--- config.mk ---
export PLATFORM = sky130hd
export DESIGN_NAME = uart_rx_frame_flat
export DESIGN_NICKNAME = d
export VERILOG_FILES = /design/src/rtl/uart_rx_frame_if.sv /design/src/rtl/uart_rx_frame.sv /design/src/flat_wrapper.sv
export SDC_FILE = /design/constraint.sdc
export NUM_CORES = 1
export LEC_CHECK = 0
export ABC_AREA = 1
export CAP_MARGIN = 20
export CORE_MARGIN = 4
export CORE_UTILIZATION = 40
export DETAILED_ROUTE_END_ITERATION = 10
export HOLD_SLACK_MARGIN = 0.02
export PLACE_DENSITY_LB_ADDON = 0.12
export SLEW_MARGIN = 20
export SYNTH_ARGS = -nofsm -noshare
export SYNTH_HDL_FRONTEND = slang
export SYNTH_SLANG_ARGS = --single-unit
--- constraint.sdc ---
create_clock -name CLK -period 1.8 [get_ports CLK]
set_input_delay 0.54 -clock CLK [delete_from_list [all_inputs] [get_ports CLK]]
set_output_delay 0.54 -clock CLK [all_outputs]
set_load 0.005 [all_outputs]
--- src/rtl/uart_rx_frame_if.sv ---
// Signal bundle between a serial line/config source and the UART frame receiver.
// Handshake: data_valid is a one-cycle strobe with no ready/backpressure; the consumer must capture P_DATA in that cycle.
interface uart_rx_frame_if #(
  parameter int DATA_WIDTH = 8
);
  logic                  RX_IN;
  logic                  PAR_EN;
  logic                  PAR_TYP;
  logic [DATA_WIDTH-1:0] P_DATA;
  logic                  data_valid;
  logic                  par_err;
  logic                  stp_err;

  modport master (
    output RX_IN, PAR_EN, PAR_TYP,
    input  P_DATA, data_valid, par_err, stp_err
  );

  modport slave (
    input  RX_IN, PAR_EN, PAR_TYP,
    output P_DATA, data_valid, par_err, stp_err
  );
endinterface

--- src/rtl/uart_rx_frame.sv ---
// Oversampling UART frame receiver: start, DATA_WIDTH data bits LSB-first, optional parity, stop.
// 2-of-3 majority per bit; byte presented with a one-cycle strobe plus parity/stop error flags.
module uart_rx_frame #(
  parameter int PRESCALE   = 8,
  parameter int DATA_WIDTH = 8
) (
  input  logic           CLK,
  input  logic           RST,
  uart_rx_frame_if.slave rx_if,
  output logic [2:0]     dbg_state
);

  localparam int EW = $clog2(PRESCALE);
  localparam int BW = (DATA_WIDTH > 1) ? $clog2(DATA_WIDTH) : 1;

  localparam logic [EW-1:0] EDGE_LAST = EW'(PRESCALE - 1);
  localparam logic [EW-1:0] EDGE_S0   = EW'(PRESCALE / 2 - 1);
  localparam logic [EW-1:0] EDGE_S1   = EW'(PRESCALE / 2);
  localparam logic [EW-1:0] EDGE_S2   = EW'(PRESCALE / 2 + 1);
  localparam logic [EW-1:0] EDGE_DEC  = EW'(PRESCALE / 2 + 2);
  localparam logic [BW-1:0] BIT_LAST  = BW'(DATA_WIDTH - 1);

  // Encoding is visible on dbg_state: IDLE=0, START=1, DATA=2, PARITY=3, STOP=4.
  typedef enum logic [2:0] {
    IDLE   = 3'd0,
    START  = 3'd1,
    DATA   = 3'd2,
    PARITY = 3'd3,
    STOP   = 3'd4
  } state_e;

  state_e                state_q, state_d;
  logic [1:0]            sync_q, sync_d;
  logic [EW-1:0]         edge_cnt_q, edge_cnt_d;
  logic [BW-1:0]         bit_cnt_q, bit_cnt_d;
  logic [2:0]            samp_q, samp_d;
  logic [DATA_WIDTH-1:0] shift_q, shift_d;
  logic                  par_en_q, par_en_d;
  logic                  par_typ_q, par_typ_d;
  logic [DATA_WIDTH-1:0] p_data_q, p_data_d;
  logic                  data_valid_q, data_valid_d;
  logic                  par_err_q, par_err_d;
  logic                  stp_err_q, stp_err_d;

  logic rx_s;
  logic maj;
  logic decide;
  logic bit_end;
  logic exp_par;

  assign rx_s    = sync_q[1];
  assign maj     = (samp_q[0] & samp_q[1]) | (samp_q[0] & samp_q[2]) | (samp_q[1] & samp_q[2]);
  assign decide  = (edge_cnt_q == EDGE_DEC);
  assign bit_end = (edge_cnt_q == EDGE_LAST);
  assign exp_par = par_typ_q ? ~^shift_q : ^shift_q;

  always_ff @(posedge CLK or negedge RST) begin
    if (!RST) begin
      state_q      <= IDLE;
      sync_q       <= 2'b11;
      edge_cnt_q   <= '0;
      bit_cnt_q    <= '0;
      samp_q       <= 3'b111;
      shift_q      <= '0;
      par_en_q     <= 1'b0;
      par_typ_q    <= 1'b0;
      p_data_q     <= '0;
      data_valid_q <= 1'b0;
      par_err_q    <= 1'b0;
      stp_err_q    <= 1'b0;
    end else begin
      state_q      <= state_d;
      sync_q       <= sync_d;
      edge_cnt_q   <= edge_cnt_d;
      bit_cnt_q    <= bit_cnt_d;
      samp_q       <= samp_d;
      shift_q      <= shift_d;
      par_en_q     <= par_en_d;
      par_typ_q    <= par_typ_d;
      p_data_q     <= p_data_d;
      data_valid_q <= data_valid_d;
      par_err_q    <= par_err_d;
      stp_err_q    <= stp_err_d;
    end
  end

  always_comb begin
    state_d      = state_q;
    sync_d       = {sync_q[0], rx_if.RX_IN};
    edge_cnt_d   = edge_cnt_q;
    bit_cnt_d    = bit_cnt_q;
    samp_d       = samp_q;
    shift_d      = shift_q;
    par_en_d     = par_en_q;
    par_typ_d    = par_typ_q;
    p_data_d     = p_data_q;
    data_valid_d = 1'b0;
    par_err_d    = par_err_q;
    stp_err_d    = stp_err_q;

    if (state_q != IDLE) begin
      edge_cnt_d = bit_end ? '0 : edge_cnt_q + 1'b1;
      if (edge_cnt_q == EDGE_S0) samp_d[0] = rx_s;
      if (edge_cnt_q == EDGE_S1) samp_d[1] = rx_s;
      if (edge_cnt_q == EDGE_S2) samp_d[2] = rx_s;
    end

    unique case (state_q)
      IDLE: begin
        // The detection cycle itself is edge 0 of the start bit.
        if (!rx_s) begin
          state_d    = START;
          edge_cnt_d = EW'(1);
          par_en_d   = rx_if.PAR_EN;
          par_typ_d  = rx_if.PAR_TYP;
          par_err_d  = 1'b0;
          stp_err_d  = 1'b0;
        end
      end
      START: begin
        if (decide && maj) begin
          state_d    = IDLE;
          edge_cnt_d = '0;
        end else if (bit_end) begin
          state_d = DATA;
        end
      end
      DATA: begin
        if (decide) shift_d = {maj, shift_q[DATA_WIDTH-1:1]};
        if (bit_end) begin
          if (bit_cnt_q == BIT_LAST) begin
            bit_cnt_d = '0;
            state_d   = par_en_q ? PARITY : STOP;
          end else begin
            bit_cnt_d = bit_cnt_q + 1'b1;
          end
        end
      end
      PARITY: begin
        if (decide && (maj != exp_par)) par_err_d = 1'b1;
        if (bit_end) state_d = STOP;
      end
      STOP: begin
        // Returning at the decision cycle leaves room for a back-to-back start edge.
        if (decide) begin
          state_d    = IDLE;
          edge_cnt_d = '0;
          stp_err_d  = ~maj;
          if (maj && !par_err_q) begin
            data_valid_d = 1'b1;
            p_data_d     = shift_q;
          end
        end
      end
      default: begin
        state_d    = IDLE;
        edge_cnt_d = '0;
        bit_cnt_d  = '0;
      end
    endcase
  end

  assign rx_if.P_DATA     = p_data_q;
  assign rx_if.data_valid = data_valid_q;
  assign rx_if.par_err    = par_err_q;
  assign rx_if.stp_err    = stp_err_q;
  assign dbg_state        = state_q;

endmodule

--- src/flat_wrapper.sv ---
// flat-port wrapper written by rule: the top's interface ports become plain ports
module uart_rx_frame_flat 
#(
  parameter int PRESCALE   = 8,
  parameter int DATA_WIDTH = 8
)
  (CLK, RST, dbg_state, rx_if_RX_IN, rx_if_PAR_EN, rx_if_PAR_TYP, rx_if_P_DATA, rx_if_data_valid, rx_if_par_err, rx_if_stp_err);
  uart_rx_frame_if #(.DATA_WIDTH(DATA_WIDTH)) rx_if_i ();
  input  logic CLK;
  input  logic RST;
  output logic [2:0] dbg_state;
  input wire logic [$bits(rx_if_i.RX_IN)-1:0] rx_if_RX_IN;
  input wire logic [$bits(rx_if_i.PAR_EN)-1:0] rx_if_PAR_EN;
  input wire logic [$bits(rx_if_i.PAR_TYP)-1:0] rx_if_PAR_TYP;
  output wire logic [$bits(rx_if_i.P_DATA)-1:0] rx_if_P_DATA;
  output wire logic [$bits(rx_if_i.data_valid)-1:0] rx_if_data_valid;
  output wire logic [$bits(rx_if_i.par_err)-1:0] rx_if_par_err;
  output wire logic [$bits(rx_if_i.stp_err)-1:0] rx_if_stp_err;
  assign rx_if_i.RX_IN = rx_if_RX_IN;
  assign rx_if_i.PAR_EN = rx_if_PAR_EN;
  assign rx_if_i.PAR_TYP = rx_if_PAR_TYP;
  assign rx_if_P_DATA = rx_if_i.P_DATA;
  assign rx_if_data_valid = rx_if_i.data_valid;
  assign rx_if_par_err = rx_if_i.par_err;
  assign rx_if_stp_err = rx_if_i.stp_err;
  uart_rx_frame #(.PRESCALE(PRESCALE), .DATA_WIDTH(DATA_WIDTH)) u_core (.CLK(CLK), .RST(RST), .rx_if(rx_if_i), .dbg_state(dbg_state));
endmodule
Word level (Yosys, flattened, before mapping) --
Cells that the tools add are included.
Storage, ports and cells: flip-flop bits (word level) 35, bits in latches 0, memory bits (writable) 0, memory bits (read-only) 0, output and inout bits 14, memories 0
Operators by class: add/subtract/negate cells 2, multiply operators 0, div/mod/pow operators 0, magnitude comparators 0, eq/ne operators 18, shift-type cells 0, multiplexer cells 27, bitwise operators 8, reduce and logical (&&, ||, !) cells 22
Operators by type and width (number):
- 2-to-1 mux 3 bit | 15
- == test 3 bit, second input constant | 6
- one-hot mux 3 bit (5 select lines) | 1
- one-hot mux 3 bit (4 select lines) | 1
- AND reduction 2 bit | 6
- != test 2 x 1 -> 1 bit, second input constant | 5
- == test 3 x 2 -> 1 bit, second input constant | 3
- AND reduction 3 bit | 3
- XNOR reduction 8 bit | 1
- parity 8 bit | 1
- 2-to-1 mux 1 bit | 7
- adder 3 x 1 -> 3 bit, second input constant | 2
- one-hot mux 3 bit (2 select lines) | 1
- AND reduction 6 bit | 1
- one-hot mux 1 bit (2 select lines) | 2
- nonzero test 2 bit | 2
- OR reduction 4 bit | 1
- AND 1 bit | 3
- == test 3 x 1 -> 1 bit, second input constant | 1
- logical AND 1 bit | 3
- zero test 3 bit | 1
- != test 3 x 1 -> 1 bit, second input constant | 1
- inverter 1 bit | 3
- nonzero test 3 bit | 1
- 5 further kinds | 6

Logic depth before layout (Yosys ltp) --
Gate-level depths: netlist of the first run.
word-level depth 7, depth in mapped cells 10, mapped depth without buffers 10

Worst setup path before layout of the first run --
Ideal clock, no wire load.
path kind register to register, start point register u_core.edge_cnt_q[0], end point register u_core.p_data_q[7] (netlist: u_core.rx_if.P_DATA[7]), arrival 1.375 ns, setup slack 0.352 ns, stages on the path, launching flop included 8, buffers on the path 1, clock period less this slack 1.448 ns, cells stage by stage dfrtp_1 -> inv_1 -> ha_1 -> nand4_1 -> nor3_4 -> buf_6 -> nor2_2 -> a21oi_2
On the way: word-level cells in the longest chain between the ends 2
RTL lines:
- from (decl) | line uart_rx_frame.sv:34 | logic [EW-1:0] edge_cnt_q, edge_cnt_d;
- from (signal assigned) | line uart_rx_frame.sv:74 | edge_cnt_q <= edge_cnt_d;
- == test 3 bit | line uart_rx_frame.sv:53 | assign decide = (edge_cnt_q == EDGE_DEC);
- AND reduction 3 bit (no line)
- to (signal assigned) | line uart_rx_frame.sv:80 | p_data_q <= p_data_d;
- to (decl) | line uart_rx_frame.sv:40 | logic [DATA_WIDTH-1:0] p_data_q, p_data_d;
No other way between the ends. A chain may end at the register's enable or synchronous reset.

Worst setup path after layout of the first run --
start point register u_core.state_q[2] (netlist: u_core.dbg_state[2]), end point output port dbg_state[2]
RTL lines:
- from (decl) | line uart_rx_frame.sv:32 | state_e state_q, state_d;
- from (signal assigned) | line uart_rx_frame.sv:72 | state_q <= state_d;
- to (decl) | line flat_wrapper.sv:11 | output logic [2:0] dbg_state;
No word-level cell between the ends.

==> metrics.cfg, run 1 <==
[clock_tree]
clock_tree.htree_level_count=2
ctsHoldBuffers=0
sink_count_of_the_clock_tree=35
post-cts-setup-buffer-count=1
cts_buffer_depth=2
worstSkewPairLatency_ns=0.28
cells_resized_by_post_cts_repair=0
clk_pin_slew_ns=0.07
tritoncts=built
ctsRootBufferMaster=clkbuf_8
cts_inserted_buffers=5

[placed_design]
io_buffer_count=18
routabilityCongestion=0.8889
hpwl_um=2488

[synthesis]
ys_types=25
ys_seq_area_share_pct=49.82
post_synth_top_flop=dfrtp_1
average_instance_area_after_synthesis_sq_um=8.197
synth.top_cells.by_count=nand2_1 (62), dfrtp_1 (30), inv_1 (28)
async_set_or_reset_flop_fraction_in_the_synthesized_netlist_pct=100.0
synth_largest_area_cell=dfrtp_1
post-synth-top-count-cell=nand2_1
synth.net_count=229
synthesis.area_sq_um=1770
synth.top_cells.by_area=dfrtp_1 (42%), nand2_1 (13%), dfstp_2 (7.4%)
synth-seq-cells=35
synth-edff-count=0
netlist_instances=216
synth.top_cell.area_share_pct=42.40
yosysWarnings=0

[die]
pin_count=19
floorplan.rows=23
die_height_um=74.53
chipWidth_um=74.53
core_box_area_sq_um=4144
starting_density_of_the_core_pct=42.72
die_area_sq_um=5555

[setup_path]
critPathBufInv=1
crit_family=buffers and inverters
worstSetupPathType=register to primary output
timing.rr.start=u_core.dbg_state[0]$_DFFE_PN0P_
crit_path_end_kind=primary output
critPathLaunch=u_core.dbg_state[2]$_DFFE_PN0P_
cp_cell_sequence=clkdlybuf4s50_1
crit_arrival_ns=1.20
slowest_delay_ns=0.53
critical-path-slowest-cell=clkdlybuf4s50_1
critPathMaxFanout=3
critPathRequiredTime_ns=1.26
startpoint_type=register

[timing]
setup_viol=0
setup_tns_ns=0
relSlewSlack_pct=74.37
final.hold.worst_slack_ns=0.3560
share_of_the_clock_period_used_by_the_worst_path_after_layout_pct=96.69
finalWorstPathRequiredPeriod_ns=1.740
worst_clock_skew_on_the_final_layout_ns=0.005114
finalHoldViolCount=0
worstMarginPinSlew_ns=0.3844
finalMaxSlewViolations=0
grt_setup_unrepaired=no
fmax_mhz=574.6

[global_routing]
gr-total-overflow=0
grt_max_degree=36
grt_pass1_wl_um=5961
antenna_found_initial=0
global_route_usage_sum_pct=14.21
first_global_vias=1310

[power]
ir_drop_mv=0.7033
areal_power_density_over_the_cells_nw_per_um2=1357
leakagePower_uw=0.001042

[flow_run]
max_cap_check_violation_count=0

[routing]
routed_wl_um=3425
avgRoutedWirePerCell_um=11.53
vias=1450
antenna_violating_nets_post_route=0
drt-pass1-iter-count=4
dr.first_iter.drc_count=61
via_per_inst=4.882
post-route-drc-count=0

[min_path]
worst_hold_startpoint=u_core.sync_q[0]$_DFF_PN1_
hold_path.class=register to register

[final_layout]
fin_nets=259
drive_gt1_share_pct=12.55
insertedDiodeCount=0
area.growth.synth_to_final_pct=20.92
fraction_of_the_core_area_covered_by_cells_at_the_end_of_the_flow_pct=51.66

[status]
result_of_the_run=complete, no violations

## per-stage QoR
| step | total power [uW] | cells | setup slack (ns) | instance area, sq um |
|---|---|---|---|---|
| finish | 2904 | 297 | 0.05963 | 2141 |
| global route | 3179 | 297 | 0.005051 | 2141 |
| CTS | 2916 | 295 | 0.008262 | 2126 |
| detailed placement | 2345 | 286 | 0.2146 | 2037 |
| global placement | 2343 | 286 | 0.2432 | 2037 |
| floorplan | 1907 | 216 | 0.3521 | 1770 |
## sequential cells by signal, summed over array words and instances, names as in the netlist, 2 cells and up
name                 cells
u_core.dbg_state         3
u_core.shift_q           8
u_core.rx_if.P_DATA      8
u_core.edge_cnt_q        3
u_core.bit_cnt_q         3
u_core.sync_q            2
u_core.samp_q            3
## cell type report
class	count	area, sq um
timing repair buffer	25	245.2
tap	50	62.56
clock inverter	1	5.005
inverter	31	116.4
multi-input combinational	148	753.2
fill	420	2003
clock buffer	7	76.32
sequential	35	882.1
## power breakdown
part	leakage (uW)	internal (uW)	total [uW]	switching [uW]
clock	0.0000422	271	539	267
sequential	0.000458	1010	1140	131
combinational	0.000542	532	1220	690
## layer usage
layer  up-vias  share of wire (%)  routed length (um)  global-route usage [%]
met2        29                 44                1502                   20.98
met3         6                4.8                 164                   4.189
met5         -                  0                   0                       0
li1        750                  -                   -                       -
met4         0                1.7                  59                   5.336
met1       665                 50                1699                   19.70
## worst paths after layout
path / endpoint / slack, ns / cells after the start
max in group asynchronous: u_core.samp_q[2]$_DFFE_PN1P_ / 0.91 / 2
hold / removal: u_core.sync_q[1]$_DFF_PN1_ / 0.36 / 0
setup reg to reg: u_core.rx_if.P_DATA[6]$_DFFE_PN0P_ / 0.22 / 9
hold reg to reg: u_core.sync_q[1]$_DFF_PN1_ / 0.36 / 0
setup / recovery: dbg_state[2] / 0.06 / 1
min in group asynchronous: u_core.bit_cnt_q[2]$_DFFE_PN0P_ / 0.62 / 2
## cell usage in the layout (no fill, tap or decap), drive strengths merged
cell	instances
nand4	1
inv	31
dfstp	5
buf	7
or2	1
o31ai	1
nand3	11
nor2	20
clkdlybuf4s50	18
o21bai	1
nand2	64
dfrtp	30
a21oi	12
o21ai	21
clkbuf	7
ha	8
clkinv	1
a22oi	1
o22ai	2
nor3	3
a31oi	2
## cell families (layout without fill, tap and decap cells)
| logic type | after synthesis | count (layout) | share of synthesized area, % |
|---|---|---|---|
| compound gates | 40 | 40 | 12.23 |
| fa+ha+maj | 8 | 8 | 5.654 |
| buf+inv | 33 | 64 | 7.633 |
| flops | 35 | 35 | 49.82 |
| simple gates | 100 | 100 | 24.66 |
Note: power is estimated with default switching activity, not from simulation.
==> run 2, diff against run 1 <==
--- a/config.mk
+++ b/config.mk
@@ -10,9 +10,9 @@
 export CORE_MARGIN = 4
 export CORE_UTILIZATION = 40
 export DETAILED_ROUTE_END_ITERATION = 10
+export GPL_ROUTABILITY_DRIVEN = 0
 export HOLD_SLACK_MARGIN = 0.02
 export PLACE_DENSITY_LB_ADDON = 0.12
-export SLEW_MARGIN = 20
 export SYNTH_ARGS = -nofsm -noshare
 export SYNTH_HDL_FRONTEND = slang
 export SYNTH_SLANG_ARGS = --single-unit
==> results of run 2 <==
Final layout, timing and power as in run 1 (identical DEF).
==> run 3, diff against run 2 <==
--- a/config.mk
+++ b/config.mk
@@ -11,6 +11,7 @@
 export CORE_UTILIZATION = 40
 export DETAILED_ROUTE_END_ITERATION = 10
 export GPL_ROUTABILITY_DRIVEN = 0
+export GPL_TIMING_DRIVEN = 0
 export HOLD_SLACK_MARGIN = 0.02
 export PLACE_DENSITY_LB_ADDON = 0.12
 export SYNTH_ARGS = -nofsm -noshare
==> run 3 against run 2 <==
Net effect: combinational power decreased by 7%; die area unchanged; global-route usage fell by 0.052 points; cell count down 0.34%; non-clock buffer count down 1; largest cell class unchanged; largest power group is now registers.
==> metrics.cfg, run 3 (same netlist as run 1, synthesis figures left out) <==
[routing]
via_per_inst=4.841
routed_wl_um=3613
antenna_violating_nets_post_route=0
drt-pass1-iter-count=4
vias=1433
dr.first_iter.drc_count=56
avgRoutedWirePerCell_um=12.21
post-route-drc-count=0

[die]
chipWidth_um=74.53
die_height_um=74.53
floorplan.rows=23
starting_density_of_the_core_pct=42.72
core_box_area_sq_um=4144
die_area_sq_um=5555
pin_count=19

[global_routing]
first_global_vias=1318
antenna_found_initial=0
globalRoute.busiestLayer=met2
grt_max_degree=36
global_route_usage_sum_pct=14.15
gr-total-overflow=0
grt_util_met2_pct=20.98
grt_pass1_wl_um=5996
gr-usage-met1_pct=20.02
gr-usage-met3_pct=4.189

[timing]
finalMaxSlewViolations=0
fmax_mhz=579.7
setup_tns_ns=0
worstMarginPinSlew_ns=0.7907
relSlewSlack_pct=47.29
finalHoldViolCount=0
grt_setup_unrepaired=no
worst_clock_skew_on_the_final_layout_ns=0.004829
share_of_the_clock_period_used_by_the_worst_path_after_layout_pct=95.84
finalWorstPathRequiredPeriod_ns=1.725
setup_viol=0

[setup_path]
critPathMaxFanout=3
worstSetupPathType=register to primary output
startpoint_type=register
slowest_delay_ns=0.51
crit_family=buffers and inverters
crit_path_end_kind=primary output
critPathRequiredTime_ns=1.26
critical-path-slowest-cell=clkdlybuf4s50_1
critPathBufInv=1
crit_arrival_ns=1.19
cp_cell_sequence=clkdlybuf4s50_1

[placed_design]
hpwl_um=2556
io_buffer_count=18

[flow_run]
max_cap_check_violation_count=0

[clock_tree]
worstSkewPairLatency_ns=0.29
tritoncts=built
cts_inserted_buffers=5
cts_buffer_depth=2
ctsRootBufferMaster=clkbuf_8
sink_count_of_the_clock_tree=35
clock_tree.htree_level_count=2
clk_pin_slew_ns=0.07

[final_layout]
insertedDiodeCount=0
layout.cells.most_common_list=nand2_1 (62), dfrtp_1 (30), inv_1 (27), o21ai_0 (21), clkdlybuf4s50_1 (15)
fin_nets=258
final_common_cell=nand2_1
drive_gt1_share_pct=13.82
area.growth.synth_to_final_pct=22.83

[power]
leakagePower_uw=0.001076
post-layout-total-power_uw=3143
ir_drop_mv=0.6665
areal_power_density_over_the_cells_nw_per_um2=1446

[status]
result_of_the_run=complete, no violations

[min_path]
hold_path.class=primary input to async pin

## run 3: metrics by stage
stage	util (%)	setup slack [ns]	hold WS, ns	cell area, sq um	cells
5_1_grt	52.48	0.004117	0.3632	2175	296
3_3_place_gp	48.58	-0.6595	0.3455	2013	284
6_report	52.48	0.07485	0.3326	2175	296
2_1_floorplan	-	0.3521	0.2444	1770	216
4_1_cts	52.36	0.007125	0.3574	2170	296
3_5_place_dp	48.46	0.003552	0.3510	2008	284
## run 3: final cells by class
class,count,area [sq um]
Buffer,2,18.77
Multi-Input combinational cell,148,755.7
Fill cell,419,1969
Timing Repair Buffer,22,206.4
Clock buffer,6,72.57
Tap cell,50,62.56
Inverter,31,116.4
Sequential cell,35,882.1
Clock inverter,2,60.06
## run 3: where the power goes
group / internal [uW] / switching, uW / total [uW]
combinational: 476 / 661 / 1140
clock: 554 / 293 / 847
sequential: 1010 / 148 / 1160
total: 2040 / 1100 / 3140
## run 3: worst paths after layout
kind                                                  from                            endpoint  slack (ns)  cells after the start
min in group CLK                u_core.sync_q[0]$_DFF_PN1_          u_core.sync_q[1]$_DFF_PN1_        0.36                      0
min                                                    RST  u_core.rx_if.P_DATA[0]$_DFFE_PN0P_        0.33                      1
min reg2reg                     u_core.sync_q[0]$_DFF_PN1_          u_core.sync_q[1]$_DFF_PN1_        0.36                      0
max in group asynchronous                              RST  u_core.rx_if.P_DATA[4]$_DFFE_PN0P_        0.97                      1
max reg2reg                 u_core.edge_cnt_q[0]$_DFF_PN0_  u_core.rx_if.P_DATA[3]$_DFFE_PN0P_        0.18                      7
max                        u_core.dbg_state[2]$_DFFE_PN0P_                        dbg_state[2]        0.07                      1
## run 3: metal layers
metal,up-vias,wire length (um)
li1,747,-
met1,664,1866
met2,17,1582
met3,5,124
met4,0,39
met5,-,0
## run 3: timing repair
item	4_1_cts	5_1_grt
hold buffers	0	0
resized for setup	1	3
pin swaps	1	2
setup buffers	4	0
endpoints found under the setup margin	4	11
